--- config.mk ---
export PLATFORM = sky130hd
export DESIGN_NAME = redirect_ctrl
export DESIGN_NICKNAME = d
export VERILOG_FILES = /design/src/rtl/redirect_ctrl.sv
export SDC_FILE = /design/constraint.sdc
export NUM_CORES = 1
export LEC_CHECK = 0
export CAP_MARGIN = 40
export CORE_MARGIN = 2
export CORE_UTILIZATION = 25
export DETAILED_ROUTE_END_ITERATION = 16
export PLACE_DENSITY = 0.56
export SYNTH_ARGS = -nofsm -noshare
export SYNTH_HDL_FRONTEND = slang
export SYNTH_SLANG_ARGS = --single-unit
--- constraint.sdc ---
create_clock -name clk -period 4.75 [get_ports clk]
set_clock_uncertainty 0.05 [all_clocks]
set_input_delay 0.7125 -clock clk [delete_from_list [all_inputs] [get_ports clk]]
set_output_delay 0.7125 -clock clk [all_outputs]
set_load 0.05 [all_outputs]
--- src/rtl/redirect_ctrl.sv ---
`default_nettype none
// ============================================================================
//  Module   : redirect_ctrl
//  Purpose  : Sequences control-flow redirects from the EX-stage branch unit
//             into fetch. A taken branch / jalr target is captured, presented
//             to IF with a valid/ready handshake, and wrong-path instructions
//             are flushed for a programmable drain window. An illegal target
//             stops fetch permanently and raises a sticky trap.
//  Ports    : clk, reset (sync, active-low)
//             ex_valid, ex_pc_sel, ex_br_pc[31:0], stall_in  - EX branch info
//             fetch_ready                                     - IF accepts PC
//             redir_valid, redir_pc[PC_W-1:0]                 - redirect out
//             flush_ifid, flush_idex, fetch_hold              - pipe control
//             trap_err (sticky), redir_count[15:0] (saturating)
//  Revision : 1.0 - initial release
// ============================================================================
module redirect_ctrl #(
    parameter int PC_W      = 9,
    parameter int DRAIN_CYC = 1
) (
    input  logic            clk,
    input  logic            reset,
    input  logic            ex_valid,
    input  logic            ex_pc_sel,
    input  logic [31:0]     ex_br_pc,
    input  logic            stall_in,
    input  logic            fetch_ready,
    output logic            redir_valid,
    output logic [PC_W-1:0] redir_pc,
    output logic            flush_ifid,
    output logic            flush_idex,
    output logic            fetch_hold,
    output logic            trap_err,
    output logic [15:0]     redir_count
);

    typedef enum logic [1:0] {
        ST_IDLE  = 2'd0,
        ST_REQ   = 2'd1,
        ST_DRAIN = 2'd2,
        ST_HALT  = 2'd3
    } state_t;

    // drain_cnt counts the remaining DRAIN cycles minus one
    localparam logic [2:0] c_drain_init = (DRAIN_CYC > 0) ? 3'(DRAIN_CYC - 1) : 3'd0;
    localparam logic [PC_W-1:0] c_bit0_clr = ~{{(PC_W-1){1'b0}}, 1'b1};

    state_t          r_state;
    state_t          w_state_nxt;
    logic [2:0]      r_drain_cnt;
    logic [PC_W-1:0] r_redir_pc;
    logic            r_trap;
    logic [15:0]     r_count;

    logic            w_capture;
    logic            w_legal;
    logic            w_handshake;

    // Bit 0 of the target is dropped (jalr semantics); bit 1 set means a
    // misaligned target, anything above the PC width is out of range.
    assign w_capture   = (r_state == ST_IDLE) && ex_valid && ex_pc_sel && !stall_in;
    assign w_legal     = ((ex_br_pc >> PC_W) == 32'd0) && !ex_br_pc[1];
    assign w_handshake = (r_state == ST_REQ) && fetch_ready;

    // Next-state logic
    always_comb begin
        w_state_nxt = r_state;
        case (r_state)
            ST_IDLE: begin
                if (w_capture) begin
                    w_state_nxt = w_legal ? ST_REQ : ST_HALT;
                end
            end
            ST_REQ: begin
                if (fetch_ready) begin
                    w_state_nxt = (DRAIN_CYC > 0) ? ST_DRAIN : ST_IDLE;
                end
            end
            ST_DRAIN: begin
                if (r_drain_cnt == 3'd0) begin
                    w_state_nxt = ST_IDLE;
                end
            end
            ST_HALT: begin
                w_state_nxt = ST_HALT;
            end
            default: begin
                w_state_nxt = ST_IDLE;
            end
        endcase
    end

    // Output decode: purely from registered state, no input feed-through
    always_comb begin
        redir_valid = 1'b0;
        flush_ifid  = 1'b0;
        flush_idex  = 1'b0;
        fetch_hold  = 1'b0;
        case (r_state)
            ST_REQ: begin
                redir_valid = 1'b1;
                flush_ifid  = 1'b1;
                flush_idex  = 1'b1;
            end
            ST_DRAIN: begin
                flush_ifid  = 1'b1;
            end
            ST_HALT: begin
                fetch_hold  = 1'b1;
            end
            default: begin
                redir_valid = 1'b0;
            end
        endcase
    end

    assign redir_pc    = r_redir_pc;
    assign trap_err    = r_trap;
    assign redir_count = r_count;

    always_ff @(posedge clk) begin
        if (!reset) begin
            r_state     <= ST_IDLE;
            r_drain_cnt <= 3'd0;
            r_redir_pc  <= '0;
            r_trap      <= 1'b0;
            r_count     <= 16'd0;
        end else begin
            r_state <= w_state_nxt;

            if (w_capture && w_legal) begin
                r_redir_pc <= ex_br_pc[PC_W-1:0] & c_bit0_clr;
            end

            if (w_capture && !w_legal) begin
                r_trap <= 1'b1;
            end

            if (w_handshake && (r_count != 16'hFFFF)) begin
                r_count <= r_count + 16'd1;
            end

            if (w_handshake) begin
                r_drain_cnt <= c_drain_init;
            end else if ((r_state == ST_DRAIN) && (r_drain_cnt != 3'd0)) begin
                r_drain_cnt <= r_drain_cnt - 3'd1;
            end
        end
    end

endmodule
`default_nettype wire

==> reports/results.txt <==
Area leader, netlist: dfxtp_1
Synth unique cells: 39
Starting Density: 0.2541
Core ar.: 6277 sq um
Final hold vios: 0
Slew headroom: 0.4834
Fin nets: 293
Design Power: 0.0006852 W
H-tree Lvls: 2
Leakage: 0.7830 nW
EDFF count, synth: 0
Max-slew violations: 0
Syn Inst Count: 184
Max Cap Viol: 0
Worst skew pair latency: 0.28 ns
Area growth, synth to finish: 48.55%
Post-synth top cells: 30 x dfxtp_1, 17 x a21oi_1, 13 x nand2_1, 13 x o31ai_1
Worst Setup Start Kind: flop
Crit Path Category: flop to output port
CTS tree: built
GRT overflow: 0
Crit path arrival time: 1.89 ns
Share of post-route cells with drive strength above 1: 0.03644
Post-Synth Adder-Cell Area: 0.06275
Die ar.: 7036 sq um
XOR/XNOR share of the synthesized area: 0.005490
Buffers inserted during post-CTS setup optimization: 0
FF+latch count, synth: 30
Pwr dens: 289.1 nW/um^2
Vias in the first global route: 1561
First-pass GRT wire length: 7.355 mm
TritonCTS Sinks: 30
Hold Buf Count CTS: 0
Worst VDD drop: 0.0003096 V
Count leader, synth: dfxtp_1
Net Count, Synth: 230
CP Max Fanout: 7
Largest family of logic cells by synthesized area: simple AND/OR/NAND/NOR gates
Final worst path period share: 0.5574
Largest cells by area after synthesis: dfxtp_1 38%, ha_1 6.3%, o31ai_1 6.1%, a21oi_1 5.3%, nand4_1 3.9%
Asr flop ratio synth: 0
Simple-gate portion of the synthesized area: 0.2792
Die X: 83.88 um
Sequential-to-total area share from yosys stat: 0.3765
Drt total wl: 4.383 mm
Area share of the largest cell type after synthesis: 0.3765
Fmax: 0.3777 GHz
Post-CTS Resized: 0
WP data required: 3.99 ns
Mux cell area share after synthesis: 0
Detailed Place HPWL: 3.252 mm
GRT Util Overall: 0.1267
CTS clk-pin slew, worst paths: 0.06 ns
Vias: 1664
GPL Wtd Cong: 0.7348
Top_reg_cell synth: dfxtp_1
Number of diodes: 0
Post-synthesis compound-gate area fraction: 0.2196
Fin crit period: 2.648 ns
Rows: 29
Drt wl/cell: 13.53 um
Top Ports: 68
Filler instances: 675
Synth warn: 0
R2R Setup Slk: 2.69 ns
Initial antenna violation count: 0
Root Buffer: clkbuf_8
Pin count of the biggest net entering global routing: 23
RSZ-0062 raised after global routing: no
Crit end category: output port
Port Buffers: 65
Status: finished clean
Final ANT Viol Nets: 0
DIE HEIGHT: 83.88 um
Vias per cell: 5.136
CTS Buf Count: 5
Iter 0 DRT Violations: 64
Synth Area per Inst: 8.670 sq um
Clock Path Buffers: 2
Final setup viols: 0
Setup TNS: 0 ns
Worst min path class: flop to flop
Post-Synthesis Cell Area: 1595 sq um
Residual DRC: 0
Worst slew pin tran: 0.7740 ns
1st-pass router iterations: 4
==> worst paths after layout <==
kind               start              end  depth (start not counted)
min          redir_pc[1]      redir_pc[1]                          2
max reg2reg   r_state[1]  redir_count[13]                          6
max           r_state[1]       flush_idex                          3
min reg2reg  redir_pc[1]      redir_pc[1]                          2
==> cells by family after synthesis <==
kind of cell               Yosys count
buffers and inverters               19
AOI/OAI and AO/OA                   54
adders and majority gates            8
other                                1
DFF                                 30
and+or+nand+nor                     71
xor gates and xnor gates             1
==> where the power goes <==
part / total [W] / switching, W / leakage, nW / internal, W
Clock: 0.000192 / 0.0000911 / 0.0383 / 0.000101
Combinational: 0.000217 / 0.000132 / 0.502 / 0.0000851
Sequential: 0.000276 / 0.0000121 / 0.242 / 0.000264
Total: 0.000685 / 0.000235 / 0.783 / 0.000450
==> metal layers <==
layer | vias to the layer above | wire length [um] | global-route usage
met5 | - | 0 | 0
met4 | 0 | 31 | 0.02933
met3 | 7 | 303 | 0.04748
met2 | 50 | 2072 | 0.2007
met1 | 768 | 1976 | 0.1639
li1 | 839 | - | -
==> cells in the final DEF, fill, tap and decap left out, types with 4 or more instances in the layout <==
master            n
a21oi_1          17
a31oi_1           6
clkbuf_8          5
clkdlybuf4s50_1  65
dfxtp_1          30
ha_1              8
inv_1            10
nand2_1          13
nand3_1           5
nand4_1          10
nor2_1            6
nor3_1            4
nor4_1            7
o21ai_0           5
o31ai_1          13
or4_1             6
==> registers in the layout (all words and copies together), names as in the netlist <==
signal / flops
redir_pc: 8
trap_err: 1
r_state: 2
redir_count: 16
r_drain_cnt: 3
==> layout make-up <==
type | count | area (sq um) | area share
multi-input combinational | 135 | 908.4 | 0.3833
timing repair buffer | 65 | 650.6 | 0.2746
sequential | 30 | 600.6 | 0.2534
tap | 77 | 96.34 | 0.04065
clock buffer | 7 | 76.32 | 0.03221
inverter | 10 | 37.54 | 0.01584
==> per-stage QoR <==
stage / cell area (sq um) / hold WS (ns) / cells / utilization / setup slack [ns]
floorplan: 1595 / 0.4214 / 184 / - / 2.577
global placement: 2293 / 0.3977 / 317 / 0.3654 / 1.935
detailed placement: 2293 / 0.3982 / 317 / 0.3654 / 1.959
CTS: 2370 / 0.4063 / 324 / 0.3775 / 2.100
global route: 2370 / 0.4158 / 324 / 0.3775 / 2.007
finish: 2370 / 0.4008 / 324 / 0.3775 / 2.102
==> worst max-delay path, cell delays in order, from the launching register on <==
cell and delay, ns:
dfxtp_1 0.32, inv_1 0.12, ha_1 0.31, clkdlybuf4s50_1 0.85
Power figures use the tool's default switching activity.
